## config.mk

```make
export PLATFORM = sky130hd
export DESIGN_NAME = decode_issue
export DESIGN_NICKNAME = d
export VERILOG_FILES = /design/src/rtl/decode_issue.sv
export SDC_FILE = /design/constraint.sdc
export NUM_CORES = 2
export LEC_CHECK = 0
export CAP_MARGIN = 40
export CORE_ASPECT_RATIO = 0.6
export CORE_MARGIN = 2
export CORE_UTILIZATION = 35
export DETAILED_ROUTE_END_ITERATION = 8
export MAX_ROUTING_LAYER = met4
export PLACE_DENSITY_LB_ADDON = 0.25
export RECOVER_POWER = 100
export SETUP_SLACK_MARGIN = 0.1
export SYNTH_ARGS = -nofsm -noshare
export SYNTH_HDL_FRONTEND = slang
export SYNTH_SLANG_ARGS = --single-unit
```

## constraint.sdc

```tcl
create_clock -name clk -period 3.35 [get_ports clk]
set_input_delay 0.67 -clock clk [delete_from_list [all_inputs] [get_ports clk]]
set_output_delay 0.67 -clock clk [all_outputs]
set_load 0.02 [all_outputs]
```

## src/rtl/decode_issue.sv

```systemverilog
// Two-state RV32I issue stage (R-type, I-ALU, BEQ/BNE) feeding a single-cycle execute stage.
// Owns the PC, the 32x32 register file and the retired-instruction counter.
module decode_issue #(
   parameter logic [31:0] RESET_PC = 32'h0000_0000
) (
   input  logic        clk,
   input  logic        rst_n,
   input  logic        instr_valid,
   output logic        instr_ready,
   input  logic [31:0] instr,
   output logic        issue_valid,
   output logic [31:0] pc,
   output logic [1:0]  aluop,
   output logic [2:0]  f3,
   output logic [6:0]  f7,
   output logic [31:0] readdata1,
   output logic [31:0] readdata2,
   output logic [31:0] immgen,
   output logic        alusrc,
   input  logic [31:0] alu_output,
   input  logic        zero_flag,
   input  logic [31:0] pc_branch,
   output logic        illegal,
   output logic [31:0] instret
);
   typedef enum logic {FETCH = 1'b0, EXEC = 1'b1} state_t;

   state_t      state, state_nxt;
   logic        accept;
   logic        commit;
   logic        taken;
   logic [31:0] rf [32];
   logic [4:0]  rs1, rs2, rd;
   logic        wr_en, is_beq, is_bne;

   logic [6:0]  opcode;
   logic [2:0]  d_f3;
   logic        d_ok, d_alusrc, d_wr, d_beq, d_bne;
   logic [1:0]  d_aluop;
   logic [6:0]  d_f7;
   logic [31:0] d_imm;

   assign opcode = instr[6:0];
   assign d_f3   = instr[14:12];

   always_comb begin
      d_ok     = 1'b0;
      d_aluop  = 2'b00;
      d_f7     = 7'd0;
      d_imm    = 32'd0;
      d_alusrc = 1'b0;
      d_wr     = 1'b0;
      d_beq    = 1'b0;
      d_bne    = 1'b0;
      case (opcode)
         7'b0110011: begin
            d_ok    = 1'b1;
            d_aluop = 2'b10;
            d_f7    = instr[31:25];
            d_wr    = 1'b1;
         end
         7'b0010011: begin
            d_ok     = 1'b1;
            d_aluop  = 2'b10;
            d_alusrc = 1'b1;
            d_imm    = {{20{instr[31]}}, instr[31:20]};
            d_wr     = 1'b1;
            // only the shift-immediates carry a meaningful funct7
            if (d_f3 == 3'b001 || d_f3 == 3'b101) d_f7 = instr[31:25];
         end
         7'b1100011: begin
            if (d_f3 == 3'b000 || d_f3 == 3'b001) begin
               d_ok    = 1'b1;
               d_aluop = 2'b01;
               d_imm   = {{19{instr[31]}}, instr[31], instr[7], instr[30:25], instr[11:8], 1'b0};
               d_beq   = (d_f3 == 3'b000);
               d_bne   = (d_f3 == 3'b001);
            end
         end
         default: ;
      endcase
   end

   always_ff @(posedge clk or negedge rst_n) begin
      if (!rst_n) state <= FETCH;
      else        state <= state_nxt;
   end

   always_comb begin
      state_nxt   = state;
      instr_ready = 1'b0;
      issue_valid = 1'b0;
      case (state)
         FETCH: begin
            instr_ready = 1'b1;
            if (instr_valid) state_nxt = EXEC;
         end
         EXEC: begin
            issue_valid = 1'b1;
            state_nxt   = FETCH;
         end
         default: state_nxt = FETCH;
      endcase
   end

   assign accept = instr_valid && instr_ready;
   assign commit = (state == EXEC);
   assign taken  = (is_beq && zero_flag) || (is_bne && !zero_flag);

   always_ff @(posedge clk or negedge rst_n) begin
      if (!rst_n) begin
         pc      <= RESET_PC;
         instret <= 32'd0;
         illegal <= 1'b0;
         aluop   <= 2'b00;
         f3      <= 3'd0;
         f7      <= 7'd0;
         immgen  <= 32'd0;
         alusrc  <= 1'b0;
         rs1     <= 5'd0;
         rs2     <= 5'd0;
         rd      <= 5'd0;
         wr_en   <= 1'b0;
         is_beq  <= 1'b0;
         is_bne  <= 1'b0;
      end else begin
         if (accept) begin
            if (d_ok) begin
               aluop  <= d_aluop;
               f3     <= d_f3;
               f7     <= d_f7;
               immgen <= d_imm;
               alusrc <= d_alusrc;
               rs1    <= instr[19:15];
               rs2    <= instr[24:20];
               rd     <= instr[11:7];
               wr_en  <= d_wr;
               is_beq <= d_beq;
               is_bne <= d_bne;
            end else begin
               // unsupported word issues as a NOP with every decode output cleared
               aluop   <= 2'b00;
               f3      <= 3'd0;
               f7      <= 7'd0;
               immgen  <= 32'd0;
               alusrc  <= 1'b0;
               rs1     <= 5'd0;
               rs2     <= 5'd0;
               rd      <= 5'd0;
               wr_en   <= 1'b0;
               is_beq  <= 1'b0;
               is_bne  <= 1'b0;
               illegal <= 1'b1;
            end
         end
         if (commit) begin
            pc      <= taken ? pc_branch : pc + 32'd4;
            instret <= instret + 32'd1;
         end
      end
   end

   always_ff @(posedge clk or negedge rst_n) begin
      if (!rst_n) begin
         for (int i = 0; i < 32; i++) rf[i] <= 32'd0;
      end else if (commit && wr_en && rd != 5'd0) begin
         rf[rd] <= alu_output;
      end
   end

   assign readdata1 = (rs1 == 5'd0) ? 32'd0 : rf[rs1];
   assign readdata2 = (rs2 == 5'd0) ? 32'd0 : rf[rs2];

endmodule

```

==> impl_metrics.ini <==
[grt]
grt_overflow_total = 0
grt_use_total_pct = 26.3
grt_pass1_vias = 42300
grt_max_degree = 93
antenna_found_initial = 15
grt_pass1_wl_um = 321000

[cts]
clock_path_buffers = 3
tritoncts = built
clockRootBuffer = clkbuf_16
clk_latency_ps = 770
cts.sinks = 1134
numCtsBuffers = 112
htree_num_levels = 3
clk_pin_slew_worst_paths_ps = 60

[logic_synthesis]
synth_top_area_share_pct = 47.5
synthTopCellsByArea = dfrtp_1, mux2_2, mux4_2
synth_flop_cell = dfrtp_1
synth_top_area_cell = dfrtp_1
synth_edf_count = 0
avgSynthCellArea_sq_um = 13.9
async_reset_ff_share_pct = 100
ys_seq_area_share_pct = 47.5
syn-cell-area_sq_um = 59700
ys_ff_latch = 1134
yosysWarnings = 0
syn-num-nets = 4404
postSynthCellCount = 4302
yosysUniqueCellTypes = 68

[setup_path]
crit_type = reg2out
cpPeakStageDelay_ps = 520
reg2reg_depth = 7
crit_fanout = 7
cp.depth = 9
crit_arrival_ps = 3230
rrSetupSlack_ps = -50
reg2reg_from = commit$_DFF_PN0_
r2r_end = rf[472]$_DFFE_PN0P_
crit_path_start_kind = flip-flop
crit_chain = buf_8, buf_12, buf_16, mux4_2, mux2i_2, o211a_1, a2111oi_4, buf_4, buf_6
crit_family = buffers and inverters
crit_end = readdata2[18]
cpMaxStageDelayCell = dfrtp_4
cp-end-kind = primary output
critPathRequiredTime_ps = 2680
path_buf_inv = 5
startpoint = rs2[0]$_DFFE_PN0P_

[route]
firstDrtPassIters = 5
remaining_drc_errors = 0
viasPerCell = 5.97
routed-via-count = 42900
wirelength_um = 225000
drt_iter0_markers = 4838
wire_per_inst_um = 31.3
postRouteAntennaNets = 0

[cells_and_area]
fin_area_sq_um = 75900
finish.net_count = 4924
fin_util_pct = 44.8
drive_above_1_share_pct = 51.6
areaGrowthSynthToFinish_pct = 27.1
fillers = 15200

[power_and_ir_drop]
p_seq_share_pct = 40.1
internal-power_mw = 25.6
leakagePower_nw = 32.4
power_switching_mw = 10.3
power_frac_comb_pct = 21.2
power_frac_clock_pct = 38.7
peakVddDrop_mv = 0.495
netSwitchingFraction_pct = 28.7
power.density_nw_per_um2 = 474

[run_status]
violations = max-capacitance violations, max-slew violations, negative setup slack
status = finished with violations

[floorplanning]
start_util_pct = 35.2
core_area_sq_um = 170000
die_w_um = 537
io_pins = 276
die_h_um = 324
rows = 117
die-area_sq_um = 174000

[flow_run]
max_cap_violations = 13

[sta]
period_share_pct = 116
slew_violations = 362
max_freq_mhz = 257
rsz0062_at_grt = true
finClkSkew_ps = 52.7
worstMarginPinSlew_ps = 2650
setup_tns_ps = -26480
finalHoldViolations = 0
period_needed_ps = 3900
setup_viol = 91
slew-limit-headroom_pct = -76.5
worst_slack_ps = -546

[placement]
place_hpwl_um = 142000
place.gp.congestion = 0.871
port_buffers = 275
place_area_sq_um = 67800

[worst_hold_path]
min_path_type = reg2reg
[worst reg2reg max path: stages (launching register included)]
cell and delay (ps):
dfrtp_1 490, nand2_1 180, nor2_1 70, and2_0 270
nand2_2 90, clkbuf_1 1210, buf_6 520, mux2_2 430
[Yosys cell counts, types with 3 or more instances]
cell and instances:
dfrtp_1 1134, mux2_2 1022, mux4_2 360, mux2i_1 314
clkbuf_1 228, nand2_1 154, buf_2 129, a22oi_1 102
nor2_1 95, a21oi_1 74, nand3_1 65, buf_1 58
o22ai_1 44, buf_4 43, a211oi_1 41, and3_1 35
a221oi_1 34, o21ai_0 32, o221ai_1 30, and2_1 26
a22o_1 25, o211a_1 25, buf_6 22, a2111oi_1 21
nand4_1 20, xor2_1 16, xnor2_1 15, nor2b_1 12
o211ai_1 12, a211o_1 10, a2bb2oi_1 10, nor3_1 10
inv_1 9, mux2_1 9, or3_1 8, a2111oi_0 4
a31oi_1 4, a41o_1 3, nand3b_1 3, nor3b_1 3
nor4_1 3, o32ai_1 3
[cell type report]
class,instances,area [sq um],area share (%)
well taps,2261,2830,3.73
clock inverters,51,749,0.988
repair buffers,890,9880,13.0
flip-flops and latches,1134,28400,37.4
multi-input cells,2673,30700,40.5
inverters,11,41.3,0.0544
diodes,9,22.5,0.0297
clock buffers,157,3240,4.27
[metal layers]
metal,routed length (um),share of wire (%),vias up,track usage [%]
met2,94100,42,1960,36.3
met4,6850,3.0,0,6.75
met3,20700,9.2,397,6.13
li1,-,-,17500,-
met1,103000,46,23000,38.5
met5,0,0,-,-
[through the flow]
step | std cells | hold slack, ps | setup slack [ps] | power (mW)
finish | 7186 | 376 | -546 | 35.9
floorplan | 4302 | 374 | 227 | 17.7
CTS | 7095 | 379 | -593 | 35.7
global route | 7184 | 385 | -593 | 37.1
detailed placement | 6781 | 365 | -454 | 20.9
global placement | 6762 | 362 | -506 | 20.8
[worst min path at each step]
stage / startpoint / end / slack [ps] / cells after the start
floorplan: rst_n / aluop[0]$_DFFE_PN0P_ / 370 / 0
global placement: rf[992]$_DFFE_PN0P_ / rf[992]$_DFFE_PN0P_ / 360 / 0
detailed placement: rf[1007]$_DFFE_PN0P_ / rf[1007]$_DFFE_PN0P_ / 360 / 0
CTS: rf[1012]$_DFFE_PN0P_ / rf[1012]$_DFFE_PN0P_ / 380 / 0
global route: rf[999]$_DFFE_PN0P_ / rf[999]$_DFFE_PN0P_ / 380 / 0
finish: rf[1012]$_DFFE_PN0P_ / rf[1012]$_DFFE_PN0P_ / 380 / 0
[flip-flops by register name (all words and copies together) (netlist names)]
name,count
aluop,2
alusrc,1
commit,1
f3,3
f7,7
illegal,1
immgen,13
instret,32
is_beq,1
is_bne,1
pc,32
rd,5
rf,1024
rs1,5
rs2,5
wr_en,1
[cell usage in the layout (no fill, tap or decap), types with 43 or more instances in the layout]
cell type,n
a21oi_1,56
a22oi_1,59
a22oi_2,43
buf_12,105
buf_4,312
buf_6,119
clkbuf_16,120
clkdlybuf4s50_1,98
dfrtp_1,1126
dlygate4sd3_1,113
mux2_2,1020
mux2i_1,286
mux4_2,360
nand2_1,139
nand3_1,57
nor2_1,75
[power by group through the flow]
stage / Clock (mW) / Sequential [mW] / Combinational [mW]
2_1_floorplan: 0 / 14.6 / 3.04
3_3_place_gp: 0 / 14.6 / 6.15
3_5_place_dp: 0 / 14.7 / 6.20
4_1_cts: 14.2 / 14.4 / 7.15
5_1_grt: 14.7 / 14.5 / 7.95
6_report: 13.9 / 14.4 / 7.61
[logic make-up (layout without fill, tap and decap cells)]
| family | count (synthesis) | in the layout | synth area share, % |
|---|---|---|---|
| muxes | 1705 | 1705 | 38.3 |
| DFF | 1134 | 1134 | 47.5 |
| buffers and inverters | 495 | 1109 | 4.01 |
| AOI/OAI and AO/OA | 485 | 485 | 6.03 |
| and+or+nand+nor | 450 | 450 | 3.62 |
| xor gates and xnor gates | 31 | 31 | 0.455 |
| adders and majority gates | 2 | 2 | 0.0419 |
| other | 0 | 9 | 0 |
[timing repair]
| item | CTS | global route |
|---|---|---|
| pin swaps | 115 | 90 |
| gates resized for setup | 601 | 199 |
| endpoints found under the setup margin | 65 | 64 |
| cloned | 18 | 7 |
| hold buffers | 1 | 0 |
| setup buffers | 89 | 79 |
| endpoints found under the hold margin | 30 | 0 |
Power figures use the tool's default switching activity.
